$ cat config.mk
export PLATFORM = sky130hd
export DESIGN_NAME = hazard_scoreboard_ctrl
export DESIGN_NICKNAME = d
export VERILOG_FILES = /design/src/rtl/hazard_scoreboard_ctrl.sv
export SDC_FILE = /design/constraint.sdc
export NUM_CORES = 1
export LEC_CHECK = 0
export ABC_AREA = 1
export BUFFER_PORTS_ARGS = -buffer_cell sky130_fd_sc_hd__buf_2
export CAP_MARGIN = 20
export CORE_UTILIZATION = 50
export DETAILED_ROUTE_END_ITERATION = 6
export PLACE_DENSITY = 0.83
export SLEW_MARGIN = 0
export SYNTH_ARGS = -nofsm -noshare
export SYNTH_HDL_FRONTEND = slang
export SYNTH_SLANG_ARGS = --single-unit
export TNS_END_PERCENT = 50
$ cat constraint.sdc
create_clock -name clk -period 3.2 [get_ports clk]
set_clock_uncertainty 0.2 [all_clocks]
set_input_delay 0.32 -clock clk [delete_from_list [all_inputs] [get_ports clk]]
set_output_delay 0.32 -clock clk [all_outputs]
set_load 0.02 [all_outputs]
$ cat src/rtl/hazard_scoreboard_ctrl.sv
// Hazard controller for the 5-stage core: load-use and MCU scoreboard stalls,
// MCU start/done sequencing and multi-cycle branch flushes for IF/ID/EX.
module hazard_scoreboard_ctrl #(
  parameter int REG_ADDR_W   = 4,
  parameter int FLUSH_CYCLES = 1,
  parameter int STALL_CNT_W  = 16
) (
  input  logic                   clk,
  input  logic                   reset,
  input  logic                   id_valid,
  input  logic [REG_ADDR_W-1:0]  id_rs,
  input  logic [REG_ADDR_W-1:0]  id_rt,
  input  logic                   id_rs_used,
  input  logic                   id_rt_used,
  input  logic [REG_ADDR_W-1:0]  id_rd,
  input  logic                   id_regwrite,
  input  logic                   id_is_mcu,
  input  logic                   idex_memread,
  input  logic [REG_ADDR_W-1:0]  idex_rd,
  input  logic                   ex_branch_taken,
  input  logic                   mcu_done,
  output logic                   pc_write,
  output logic                   ifid_write,
  output logic                   idex_bubble,
  output logic                   flush_ifid,
  output logic                   flush_idex,
  output logic                   mcu_start,
  output logic [REG_ADDR_W-1:0]  mcu_rd,
  output logic                   mcu_busy,
  output logic [STALL_CNT_W-1:0] stall_cycles
);

  localparam int NREG = 1 << REG_ADDR_W;
  localparam logic [2:0] FLUSH_LOAD = 3'(FLUSH_CYCLES - 1);

  typedef enum logic {S_IDLE, S_BUSY} state_t;

  state_t                 r_state;
  state_t                 w_state_nxt;
  logic [NREG-1:0]        r_pending;
  logic [2:0]             r_flush_cnt;
  logic [REG_ADDR_W-1:0]  r_mcu_rd;
  logic [STALL_CNT_W-1:0] r_stall_cnt;

  logic w_load_use, w_raw, w_waw, w_struct, w_stall;
  logic w_flush, w_stall_eff, w_issue, w_retire;

  function automatic logic [STALL_CNT_W-1:0] sat_inc(input logic [STALL_CNT_W-1:0] v);
    return (&v) ? v : v + 1'b1;
  endfunction

  // Hazard detection: everything that forwarding cannot resolve
  assign w_load_use = id_valid & idex_memread & (idex_rd != '0) &
                      ((id_rs_used & (id_rs == idex_rd)) | (id_rt_used & (id_rt == idex_rd)));
  assign w_raw      = id_valid & ((id_rs_used & r_pending[id_rs]) | (id_rt_used & r_pending[id_rt]));
  assign w_waw      = id_valid & id_regwrite & r_pending[id_rd];
  assign w_struct   = id_valid & id_is_mcu & (r_state == S_BUSY);
  assign w_stall    = w_load_use | w_raw | w_waw | w_struct;

  // Flush dominates stall; reset forces the pipeline to free-run with no side effects
  assign w_flush     = ~reset & (ex_branch_taken | (r_flush_cnt != 3'd0));
  assign w_stall_eff = ~reset & w_stall & ~w_flush;
  assign w_issue     = ~reset & id_valid & id_is_mcu & ~w_stall & ~w_flush & (r_state == S_IDLE);
  assign w_retire    = (r_state == S_BUSY) & mcu_done;

  always_comb begin
    w_state_nxt = r_state;
    pc_write    = 1'b1;
    ifid_write  = 1'b1;
    idex_bubble = 1'b0;
    flush_ifid  = 1'b0;
    flush_idex  = 1'b0;
    mcu_start   = 1'b0;
    if (w_flush) begin
      flush_ifid = 1'b1;
      flush_idex = 1'b1;
    end else if (w_stall_eff) begin
      pc_write    = 1'b0;
      ifid_write  = 1'b0;
      idex_bubble = 1'b1;
    end
    case (r_state)
      S_IDLE: if (w_issue) begin
        w_state_nxt = S_BUSY;
        mcu_start   = 1'b1;
      end
      S_BUSY: if (mcu_done) w_state_nxt = S_IDLE;
      default: w_state_nxt = S_IDLE;
    endcase
  end

  // State, scoreboard and counters
  always_ff @(posedge clk) begin
    if (reset) begin
      r_state     <= S_IDLE;
      r_pending   <= '0;
      r_flush_cnt <= 3'd0;
      r_mcu_rd    <= '0;
      r_stall_cnt <= '0;
    end else begin
      r_state <= w_state_nxt;
      if (ex_branch_taken)
        r_flush_cnt <= FLUSH_LOAD;
      else if (r_flush_cnt != 3'd0)
        r_flush_cnt <= r_flush_cnt - 3'd1;
      if (w_issue) begin
        r_mcu_rd <= id_rd;
        if (id_rd != '0) r_pending[id_rd] <= 1'b1;
      end
      if (w_retire) r_pending[r_mcu_rd] <= 1'b0;
      if (w_stall_eff) r_stall_cnt <= sat_inc(r_stall_cnt);
    end
  end

  assign mcu_busy     = ~reset & (r_state == S_BUSY);
  assign mcu_rd       = reset ? '0 : r_mcu_rd;
  assign stall_cycles = reset ? '0 : r_stall_cnt;

endmodule

# Word-level counts from Yosys, hierarchy flattened
# Index checks and enable logic that the tools add are counted.
word_totals:
  reg_bits: 40
  inputBits: 26
  word_cells: 84
classes:
  n_eq_ne: 2
  bitwise: 36
  reduce_logical: 8
  addsub: 2
  mux: 25
  order_cmp: 6
ops:
  columns: ["op", "n"]
  rows:
  - ["$mux 16", 5]
  - ["$and 1x1->1", 22]
  - ["$lt 4x5->1 const B", 4]
  - ["$add 16x1->16 const B", 1]
  - ["$and 16x16->16", 1]
  - ["$not 16->16", 1]
  - ["$or 16x16->16", 1]
  - ["$reduce_and 16->1", 1]
  - ["$mux 1", 13]
  - ["$bmux 1 s4", 3]
  - ["$demux 1 s4", 2]
  - ["$eq 4x4->1", 2]
  - ["$ge 4x1->1 const B", 2]
  - ["$reduce_bool 4->1", 2]
  - ["$or 1x1->1", 6]
  - ["$not 1->1", 5]
  - ["$mux 4", 1]
  - ["$reduce_bool 3->1", 1]
  - ["$sub 3x1->3 const B", 1]
  - ["$logic_and 1x1->1", 2]
  - ["$pmux 1 s2", 1]
  - ["$reduce_and 2->1", 1]
  - ["$reduce_or 2->1", 1]

# Logic depth before layout (Yosys ltp)
logic_depth:
  ltp_word: 16
  mapped_depth: 16

# Worst setup path before layout
# OpenSTA, ideal clock, no wires.
synth_timing:
  path_type: "in2out"
  from: "input id_rs[0]"
  to: "output pc_write"
  path_stages: 13
  path_buffers: 3
  t_arrival_ns: 1.948
  path_slack_ns: 0.732
  cell_sequence: "buf_2 > buf_6 > nand2_1 > o211ai_1 > nand3_1 > nand3b_1 > nand2_1 > nand2_2 > nand3_4 > nand2_2 > nor2_1 > inv_1 > buf_4"
synth_between:
  elab_chain_len: 12
synth_lines:
  columns: ["item", "line_no", "source"]
  rows:
  - ["start: declaration", "11", "input logic [REG_ADDR_W-1:0] id_rs,"]
  - ["$bmux 1 s4", "55", "assign w_raw = id_valid & ((id_rs_used & r_pending[id_rs]) | (id_rt_used & r_pending[id_rt]));"]
  - ["$mux 1 (implied by the code)", "55", null]
  - ["$and 1x1->1", "55", null]
  - ["$or 1x1->1", "55", null]
  - ["$and 1x1->1", "55", null]
  - ["$or 1x1->1 (*) (3 in series)", "58", "assign w_stall = w_load_use | w_raw | w_waw | w_struct;"]
  - ["$and 1x1->1 (*) (2 in series)", "62", "assign w_stall_eff = ~reset & w_stall & ~w_flush;"]
  - ["$mux 1 (*) (2 in series)", null, null]
  - ["end: declaration", "22", "output logic pc_write,"]
# Mark *: on every way between the ends. The rest lies on a longest branch, timed or not. The select of a mux whose other input is x is not followed.

# Worst setup path in the final report
layout_timing:
  from: "input id_rd[0]"
  to: "output mcu_start"
layout_between:
  elab_chain_len: 11
layout_lines:
  columns: ["item", "line_no", "source"]
  rows:
  - ["start: declaration", "15", "input logic [REG_ADDR_W-1:0] id_rd,"]
  - ["$bmux 1 s4", "56", "assign w_waw = id_valid & id_regwrite & r_pending[id_rd];"]
  - ["$mux 1 (implied by the code)", "56", null]
  - ["$and 1x1->1", "56", null]
  - ["$or 1x1->1 (2 in series)", "58", null]
  - ["$not 1->1", "63", "assign w_issue = ~reset & id_valid & id_is_mcu & ~w_stall & ~w_flush & (r_state == S_IDLE);"]
  - ["$and 1x1->1 (3 in series)", "63", null]
  - ["$mux 1", "83", "S_IDLE: if (w_issue) begin"]
  - ["$mux 1", "82", "case (r_state)"]
  - ["end: declaration", "27", "output logic mcu_start,"]
# No other way between the ends. The select of a mux whose other input is x is not followed.

==> results.toml <==
[status]
status = "finished clean"

[placed_design]
io_buffers = 52
gp_congestion = 0.9412
hpwl_um = 6129
pre_cts_ws_ns = 0.5205

[critical_path]
reg2reg_depth = 11
worstPathArrival_ns = 2.23
worstSetupEndpointType = "primary output"
path_max_fanout = 32
critical_path_class = "in2out"
start_kind = "input port"
cp_data_required_time_ns = 2.68

[synth]
synth-seq-area-share_pct = 26.42
synthTopCellsByArea = "dfxtp_1 (26%), nand2_1 (17%), inv_1 (8.9%)"
synth_edf_count = 0
synth-seq-cells = 40
synth_top_area_share_pct = 26.42
async_flop_share_pct = 0
synth_area_um2 = 3030
yosysWarnings = 0
synth_top_area_cell = "dfxtp_1"
syn_avg_cell_area_um2 = 5.942
synth.distinct_cells = 28
synthCells = 510
synth-main-ff-cell = "dfxtp_1"
syn-num-nets = 539

[cells_and_area]
synthToLayoutAreaGrowth_pct = 10.78
fill_cells = 541
finalNetCount = 580
final_common_cell = "nand2_1"
antenna_cells = 0
final_cell_mix = "nand2_1 (137), inv_1 (72), nor2_1 (71)"
drive_above_1_share_pct = 13.04

[grt]
grt_pass1_vias = 3064
grt_pass1_wl_um = 13340
track_usage_pct = 26.50
grt_start_max_net_pins = 36
grt_overflow_total = 0
grt_antenna_before_repair = 0

[routing]
ant_nets = 0
routed_wirelength_um = 8264
vias = 3437
drtIter0Drc = 275
drc = 0
first_pass_iters = 5
avgRoutedWirePerCell_um = 13.24
vias_per_cell = 5.508

[run]
drv_cap = 0

[pwr]
powerDensity_nw_per_um2 = 303.4
p_leak_uw = 0.001592
power_uw = 1018
peakVddDrop_mv = 0.2782

[timing]
slew_headroom_pct = 55.60
finalWorstSetupSlack_ns = 0.4473
layout_min_cycle_time_ns = 2.753
setup_viol = 0
rsz0062_at_grt = "no"
fmax_mhz = 363.3
maxSlewViolCount = 0
worst_pin_slew_ns = 0.6652
min_period_over_period_pct = 86.02
finalHoldViolCount = 0
tns_ns = 0

[floorplanning]
core_area_um2 = 5675
start_util_pct = 53.40
die-area_um2 = 6376
die_y_um = 79.85
fp-row-count = 27
die_w_um = 79.85
ios = 53

[clock_network]
cts_made_buffers = 5
cts_buffer_depth = 2
holdBufCountCts = 0
post_cts_buffers = 0
cts.htree.levels = 2
post_cts_resized = 0
cts_tree = "built"
insertion_delay_ns = 0.30
clkTransAtPathRegs_ns = 0.08
root_buffer = "clkbuf_8"
clock_sinks = 40

[min_path]
holdPathStages = 2
hp-class = "in2reg"
## final cells by class
type                            instances  area, um^2  share of cell area [%]
Multi-Input combinational cell        375        1818                   54.16
Clock inverter                          3       18.77                  0.5591
Timing Repair Buffer                   55       282.8                   8.423
Clock buffer                            5       68.82                   2.050
Tap cell                               72       90.09                   2.684
Sequential cell                        40       800.8                   23.85
Inverter                               74       277.8                   8.274
## where the power goes
part	switching, uW	internal [uW]	leakage (uW)
sequential	3.60	501	0.000322
combinational	117	55.6	0.00122
clock	189	152	0.0000479
total	310	709	0.00159
## state kept, by name, summed over array words and instances, names as in the netlist
register	count
r_mcu_rd	4
r_state	1
r_stall_cnt	16
r_pending	16
r_flush_cnt	3
## metal layers
| metal | track usage [%] | up-vias | routed length, um | part of all wire, % |
|---|---|---|---|---|
| met5 | 0 | - | 0 | 0 |
| met3 | 3.429 | 32 | 622 | 7.5 |
| met4 | 13.57 | 0 | 231 | 2.8 |
| met2 | 42.91 | 184 | 3740 | 45 |
| met1 | 34.21 | 1521 | 3668 | 44 |
| li1 | - | 1700 | - | - |
## through the flow
stage	cell area (um^2)	hold slack [ns]	std cells	utilization, %
floorplan	3030	0.2116	510	-
global placement	3269	0.2533	616	57.61
detailed placement	3269	0.2643	616	57.61
CTS	3357	0.009957	624	59.15
global route	3357	0.03476	624	59.15
finish	3357	0.01118	624	59.15
## synth_stat cells, types with 2 or more instances
library cell	count
inv_1	72
a21oi_1	38
nand4_1	20
dfxtp_1	40
nand2_2	3
o211ai_1	6
nand2_1	137
o21ai_0	14
nor3_1	7
nor2_2	2
xor2_1	12
buf_4	3
nand3_1	35
nor2_1	71
buf_2	5
nand3b_1	17
clkbuf_1	8
nand3_4	2
buf_6	5
nor4_1	2
xnor2_1	2
ha_1	3
## critical path, stage by stage
cell     delay (ns)
buf_2          0.22
inv_2          0.14
nand2_1        0.09
nand2_1        0.06
nand2_1        0.06
nand2_1        0.05
nand2_1        0.05
nand2_1        0.05
nor2_1         0.09
nor2_1         0.05
nor2_2         0.12
nand3_4        0.30
nand2_2        0.24
nand3_2        0.15
inv_1          0.08
buf_2          0.16
## path summary, 6_finish.rpt
check                                                   from                           end  slack, ns
worst min register to register  r_stall_cnt[15]$_SDFFE_PP0P_  r_stall_cnt[15]$_SDFFE_PP0P_       0.28
worst min-delay path                                mcu_done            r_state$_SDFF_PP0_       0.01
worst max register to register       r_pending[9]$_SDFF_PP0_  r_stall_cnt[10]$_SDFFE_PP0P_       1.06
worst max-delay path                                id_rd[0]                     mcu_start       0.45
## kinds of logic (layout without fill, tap and decap cells)
group,Yosys count,in the layout,synth area share [%]
buf+inv,95,137,13.58
simple gates,297,297,43.97
xor+xnor,14,14,4.046
compound gates,61,61,10.74
fa+ha+maj,3,3,1.239
flops,40,40,26.42
No activity file was read; power rests on OpenSTA's default activity.
